### src/rtl/tick_scheduler.sv
// Shared-prescaler tick scheduler. One decrementer is time-multiplexed across
// NCH channel slices, and each channel fires a one-cycle tick every period base ticks.
module tick_scheduler_ch #(
    parameter int CW = 16
) (
    input  logic          clk,
    input  logic          reset,
    input  logic          i_cfg,
    input  logic [CW-1:0] i_cfg_period,
    input  logic          i_clr,
    input  logic          i_svc,
    input  logic          i_fire,
    input  logic [CW-1:0] i_next,
    output logic [CW-1:0] o_period,
    output logic [CW-1:0] o_count,
    output logic          o_tick
);
    logic [CW-1:0] r_period;
    logic [CW-1:0] r_count;
    logic          r_tick;

    // cfg beats clr beats the scan write; a losing scan write also drops its fire.
    always_ff @(posedge clk or negedge reset) begin
        if (!reset) begin
            r_period <= '0;
            r_count  <= '0;
            r_tick   <= 1'b0;
        end else begin
            r_tick <= 1'b0;
            if (i_cfg) begin
                r_period <= i_cfg_period;
                r_count  <= i_cfg_period;
            end else if (i_clr) begin
                r_count <= r_period;
            end else if (i_svc) begin
                r_count <= i_next;
                r_tick  <= i_fire;
            end
        end
    end

    assign o_period = r_period;
    assign o_count  = r_count;
    assign o_tick   = r_tick;
endmodule

module tick_scheduler #(
    parameter int  CLK_FREQ_MHZ = 12,
    parameter int  TICK_US      = 1000,
    parameter int  NCH          = 4,
    parameter int  CW           = 16,
    localparam int CHW          = (NCH > 1) ? $clog2(NCH) : 1
) (
    input  logic           clk,
    input  logic           reset,
    input  logic           cfg_we,
    input  logic [CHW-1:0] cfg_ch,
    input  logic [CW-1:0]  cfg_period,
    input  logic [NCH-1:0] en,
    input  logic [NCH-1:0] clr,
    output logic           base_tick,
    output logic [NCH-1:0] tick,
    output logic           scan_busy
);
    localparam int PRE = CLK_FREQ_MHZ * TICK_US;
    localparam int PW  = (PRE > 1) ? $clog2(PRE) : 1;

    typedef enum logic {IDLE, SCAN} state_t;

    state_t                 r_state, w_state_nxt;
    logic [PW-1:0]          r_pre_cnt;
    logic                   r_base_tick;
    logic                   w_wrap;
    logic [CHW-1:0]         r_idx, w_idx_nxt;
    logic [NCH-1:0][CW-1:0] w_period;
    logic [NCH-1:0][CW-1:0] w_count;
    logic [CW-1:0]          w_cur_per, w_cur_cnt, w_next;
    logic                   w_svc, w_fire;
    logic [NCH-1:0]         w_tick;

    assign w_wrap = (r_pre_cnt == PW'(PRE - 1));

    always_ff @(posedge clk or negedge reset) begin
        if (!reset) begin
            r_pre_cnt   <= '0;
            r_base_tick <= 1'b0;
        end else begin
            r_pre_cnt   <= w_wrap ? '0 : r_pre_cnt + PW'(1);
            r_base_tick <= w_wrap;
        end
    end

    always_ff @(posedge clk or negedge reset) begin
        if (!reset) begin
            r_state <= IDLE;
            r_idx   <= '0;
        end else begin
            r_state <= w_state_nxt;
            r_idx   <= w_idx_nxt;
        end
    end

    // SCAN is entered on the same edge that raises base_tick, so channel 0 is
    // serviced during the base_tick cycle and channel k fires k+1 cycles later.
    always_comb begin
        w_state_nxt = r_state;
        w_idx_nxt   = r_idx;
        case (r_state)
            IDLE: begin
                if (w_wrap) begin
                    w_state_nxt = SCAN;
                    w_idx_nxt   = '0;
                end
            end
            SCAN: begin
                if (r_idx == CHW'(NCH - 1)) w_state_nxt = IDLE;
                else                         w_idx_nxt   = r_idx + CHW'(1);
            end
            default: w_state_nxt = IDLE;
        endcase
    end

    assign w_cur_per = w_period[r_idx];
    assign w_cur_cnt = w_count[r_idx];
    assign w_svc     = (r_state == SCAN) && (w_cur_per != '0) && en[r_idx];
    assign w_fire    = w_svc && (w_cur_cnt <= CW'(1));
    assign w_next    = w_fire ? w_cur_per : w_cur_cnt - CW'(1);

    for (genvar k = 0; k < NCH; k++) begin : g_ch
        tick_scheduler_ch #(.CW(CW)) u_ch (
            .clk          (clk),
            .reset        (reset),
            .i_cfg        (cfg_we && (cfg_ch == CHW'(k))),
            .i_cfg_period (cfg_period),
            .i_clr        (clr[k]),
            .i_svc        (w_svc && (r_idx == CHW'(k))),
            .i_fire       (w_fire),
            .i_next       (w_next),
            .o_period     (w_period[k]),
            .o_count      (w_count[k]),
            .o_tick       (w_tick[k])
        );
    end

    assign base_tick = r_base_tick;
    assign tick      = w_tick;
    assign scan_busy = (r_state == SCAN);
endmodule

### config.mk
export PLATFORM = sky130hd
export DESIGN_NAME = tick_scheduler
export DESIGN_NICKNAME = d
export VERILOG_FILES = /design/src/rtl/tick_scheduler.sv
export SDC_FILE = /design/constraint.sdc
export NUM_CORES = 1
export LEC_CHECK = 0
export CAP_MARGIN = 20
export CORE_UTILIZATION = 43
export CTS_BUF_LIST = sky130_fd_sc_hd__clkbuf_4
export DETAILED_ROUTE_END_ITERATION = 16
export PLACE_DENSITY = 0.61
export SKIP_CTS_REPAIR_TIMING = 1
export SLEW_MARGIN = 20
export SYNTH_ARGS = -nofsm -noshare
export SYNTH_HDL_FRONTEND = slang
export SYNTH_SLANG_ARGS = --single-unit
### constraint.sdc
create_clock -name clk -period 3.78 [get_ports clk]
set_input_delay 0.756 -clock clk [delete_from_list [all_inputs] [get_ports clk]]
set_output_delay 0.756 -clock clk [all_outputs]
set_load 0.05 [all_outputs]
Word-level counts from Yosys, hierarchy flattened
Index checks and enable logic that the tools add are counted. W data, S select, Z words.

Memory bits (read-only): 0. Bits in latches: 0. Logic and storage cells: 88. Bits in writable memories: 0. Bits in registers: 150. Output and inout port bits: 6. Memories: 0.

Equal/unequal tests: 9. Magnitude comparators: 2. Add/subtract/negate cells: 3. Multiplexer cells: 38. Bitwise gates (word level): 1. Shift operators: 0. Multipliers: 0. Div/mod/pow operators: 0. Reduce and logical (&&, ||, !) cells: 19.

Operator list (number): $mux W16 (15); $bmux W16 S2 (2); $le A16 B1 Y1 const B (1); $reduce_bool A16 Y1 (1); $sub A16 B1 Y16 const B (1); $mux W1 (15); $add A14 B1 Y14 const B (1); $eq A14 B14 Y1 const B (1); $mux W14 (1); $reduce_bool A3 Y1 (4); $logic_and A1 B1 Y1 (11); $eq A2 B2 Y1 const B (4); $eq A2 B1 Y1 const B (2); $logic_not A2 Y1 (2); $mux W2 (2); $ne A2 B2 Y1 const B (2); $pmux W2 S2 (1); $lt A2 B3 Y1 const B (1); $add A2 B1 Y2 const B (1); $bmux W1 S2 (1); $pmux W1 S2 (1); $reduce_and A2 Y1 (1); $not A1 Y1 (1).

Longest topological paths before layout
Word-level depth: 10. Depth in mapped cells: 13. Gate-level depth less buffers: 10.

Modules after synthesis
From an unflattened synthesis, not the netlist that was laid out.

Cells, all modules: 845. Area, all modules: 8329.2 sq um.

By module, submodules not included: tick_scheduler_ch (times used 4, area an instance 1506.4 sq um, cells an instance 161); tick_scheduler (times used 1, area an instance 2303.5 sq um, cells an instance 201).

Worst setup path after synthesis
No wires, ideal clock.

Path type: flip-flop to flip-flop. Start: reg r_idx[0]. End: reg g_ch[2].u_ch.r_count[0]. Arrival: 2.681 ns. Required time: 3.649 ns. Setup time: 0.131 ns. Cell stages (with the launch flop): 11. Slack: 0.968 ns. Path through: dfrtp_1 > buf_6 > buf_2 > mux4_2 > nor4_1 > nand4_1 > nand4_1 > buf_4 > mux2_2 > nor2_1 > o221ai_2.

Word-level cells in the longest chain between the ends: 10. Elaborated cells between the ends (all ways): 19. Those cells by class: 1 x add/sub; 1 x order compare; 1 x eq/ne; 10 x mux; 6 x reduce/logical.

RTL lines: from (decl) (RTL line 74) `logic [CHW-1:0] r_idx, w_idx_nxt;`; from (signal assigned) (RTL line 99) `r_idx <= w_idx_nxt;`; branches (longest 10 deep; another with $le A16 B1 Y1); to (signal assigned) (RTL line 32) `r_count <= i_cfg_period;`; to (signal assigned) (RTL line 34) `r_count <= r_period;`; to (signal assigned) (RTL line 36) `r_count <= i_next;`; to (decl) (RTL line 19) `logic [CW-1:0] r_count;`.

Several ways; the timed one is not identified. The select of a mux whose other input is x is not followed. A chain may end at the register's enable or synchronous reset.

Final worst setup path
Start: reg r_idx[0]. End: reg g_ch[2].u_ch.r_count[12].

The elaborated chain is that of the path after synthesis.

==> run metrics <==
Sinks on Clock Net 150; max-slew violation count 0; CP Capture Type register; worst reg2reg endpoint g_ch[2].u_ch.o_count[12]$_DFFE_PN0P_; Skew-Pair Late Insertion Delay 590 ps; PD cells 434 nW/um^2; Data required, critical path 4200 ps; CP startpoint kind register; # rows 50; commonest non-fill, non-tap cell in the layout nand2_1; critical path peak fanout 37; clk root buf clkbuf_4; multiplexer share of the synthesized area 11.6%; Syn Inst Count 857; Post-synth top flop dfrtp_1; Int Pwr 2.56 mW; R2R cell count 9; total power 3.90 mW; Peak VDD IR 0.199 mV; sequential fraction of the synthesis area 45.9%; drc violations 0; Synth Area in Adders 1.07%; pin count of the biggest net entering global routing 57; Switching Power 1.34 mW; Pre-Repair DR Iteration Count 5; Mapped Avg Cell Area 9.54 sq um; Synth Register Bits 150; vias in the first global route 6575; Largest stage delay, worst path 590 ps; Hold Crit Class in -> async; CORE AREA 18600 sq um; Clk pwr share 26.7%; FF-to-FF Start r_idx[0]$_DFFE_PN0P_; Final Hold Fails 0; chip height 140 um; status finished, final reports clean; worst setup path category reg -> reg; placed cell count 1082; I/O pins 35; CP Cell Sequence buf_12, mux4_2, nor4_1, and4b_1, nand4b_1, buf_4, mux2i_1, o21a_1, a21oi_1; mean number of vias per cell 6.01; final net count 903; final setup fails 0; Crit path arrival time 3850 ps; CP max stage cell mux4_2; Post-synth ARST share 100%; Max transition margin 32.0%; antenna violations before repair 0; DR iter-0 viols 535; Synth Cell Area 8180 sq um; ANT nets after route 0; RSZ-0062 raised after global routing no; combinational group share of total power 22.1%; H-tree depth 4; first-pass GRT wire length 38.2 mm; gr usage total 26.0%; WL final 24.5 mm; CP top delay family simple AND/OR/NAND/NOR gates; dpl hpwl 15.3 mm; Cell Count, Final, Fillers Out 1115; wire per inst 21.9 um; share of power burned in registers 51.3%; Switching Share 34.5%; Synthesized Nets 893; grt total ovfl 0; Setup TNS 0 ps; number of enable flip-flop cells after synthesis 0; CTS Buf Count 17; Die ar. 19600 sq um; combinational family with the most area after synthesis simple AND/OR/NAND/NOR gates; Post-Synth XOR/XNOR Area 2.57%; buffer and inverter count on the worst path 2; Simple-Gate Fraction of Synth Area 18.3%; Netlist cell types 46; period utilisation layout 90.6%; synth-to-layout area growth 9.99%; Via Count 6706; initial core utilization 43.9%; Chip Width 140 um; CTS Buffer Depth 2; most frequent cells in the layout nand2_1, dfrtp_1, o22ai_1; gpl congestion 0.854; clock skew 35.0 ps; share of cells above drive strength 1 13.0%; Syn. warnings 0; port bufs 34; Clock transition at path regs 150 ps; Hold WS 131 ps; R2R setup slack 350 ps; highest clock rate 292 MHz; Tmin final 3430 ps; max-cap violations 0; Slew @ Worst Pin 1020 ps; Synth Area in Compound Gates 15.3%; leakage power 3.94 nW; CTS tree done
==> worst register-to-register path, cell delays in order, from the launching register on <==
cell and delay (ps):
dfrtp_2 410, buf_12 280, mux4_2 610, nor4_1 540, and4b_1 280, nand4b_1 290
buf_4 270, mux2i_1 340, o21a_1 160, a21oi_1 60
==> layout make-up <==
class	instances	area [sq um]
clock inverter	15	156
tap	234	293
inverter	19	71.3
antenna	1	2.50
fill	1770	9650
timing repair buffer	61	582
sequential	150	3750
multi-input combinational	618	4010
clock buffer	17	128
==> through the flow <==
stage / cell area [sq um] / util, % / setup WS [ps]
after global placement: 8700 / 46.7 / 527
after global routing: 8990 / 48.2 / 199
final: 8990 / 48.2 / 355
after floorplan: 8180 / - / 968
after detailed placement: 8700 / 46.7 / 495
after CTS: 8980 / 48.2 / 426
==> kinds of logic (layout without fill, tap and decap cells) <==
| family | Yosys count | count (layout) |
|---|---|---|
| muxes | 53 | 53 |
| adders and majority gates | 7 | 7 |
| xor gates and xnor gates | 24 | 24 |
| AOI/OAI and AO/OA | 187 | 187 |
| buffers and inverters | 89 | 112 |
| DFF | 150 | 150 |
| other | 0 | 1 |
| and+or+nand+nor | 347 | 347 |
==> power groups by stage <==
stage,clock [mW],combinational [mW],sequential [mW]
floorplan,0,0.610,1.96
global placement,0,0.834,2.03
detailed placement,0,0.850,2.03
CTS,1.06,0.851,2.00
global route,1.14,0.945,2.02
finish,1.04,0.861,2.00
==> synth_stat cells, drive strengths merged, types with 3 or more instances <==
library cell / number / area share [%]
a211o: 3 / 0.64
a21oi: 53 / 3.2
a31oi: 7 / 0.54
and2: 4 / 0.34
and3: 3 / 0.23
buf: 29 / 2.6
clkbuf: 41 / 1.9
dfrtp: 150 / 46
ha: 7 / 1.1
inv: 19 / 0.87
mux2i: 18 / 2.2
mux4: 33 / 9.1
nand2: 256 / 12
nand2b: 3 / 0.23
nand3: 9 / 0.55
nand3b: 4 / 0.37
nand4: 8 / 0.61
nand4b: 3 / 0.32
nor2: 31 / 1.4
nor4: 8 / 0.77
nor4b: 3 / 0.32
o21a: 48 / 4.4
o21ai: 9 / 0.55
o221ai: 8 / 1.3
o22ai: 57 / 4.4
or3: 4 / 0.31
xnor2: 14 / 1.5
xor2: 10 / 1.1
==> flip-flops by register name, indices dropped and copies added (netlist names) <==
| name | flops |
|---|---|
| scan_busy | 1 |
| g_ch.u_ch.o_period | 64 |
| base_tick | 1 |
| r_idx | 2 |
| g_ch.u_ch.o_count | 64 |
| r_pre_cnt | 14 |
| g_ch.u_ch.o_tick | 4 |
==> routing by layer <==
layer	wire [um]	part of all wire [%]	track usage, %	vias up
li1	-	-	-	3021
met5	0	0	0	-
met2	11400	47	41.5	324
met4	724	3.0	8.96	0
met1	10300	42	35.1	3290
met3	2110	8.6	5.85	71
==> worst max-delay path by stage <==
| stage | depth (start not counted) | start | to |
|---|---|---|---|
| after floorplan | 10 | r_idx[0]$_DFFE_PN0P_ | g_ch[2].u_ch.o_count[0]$_DFFE_PN0P_ |
| after global placement | 9 | r_idx[0]$_DFFE_PN0P_ | g_ch[2].u_ch.o_count[12]$_DFFE_PN0P_ |
| after detailed placement | 9 | r_idx[0]$_DFFE_PN0P_ | g_ch[2].u_ch.o_count[12]$_DFFE_PN0P_ |
| after CTS | 9 | r_idx[0]$_DFFE_PN0P_ | g_ch[2].u_ch.o_count[12]$_DFFE_PN0P_ |
| after global routing | 9 | r_idx[0]$_DFFE_PN0P_ | g_ch[2].u_ch.o_count[12]$_DFFE_PN0P_ |
| final | 9 | r_idx[0]$_DFFE_PN0P_ | g_ch[2].u_ch.o_count[12]$_DFFE_PN0P_ |
Note: power is estimated with default switching activity, not from simulation.
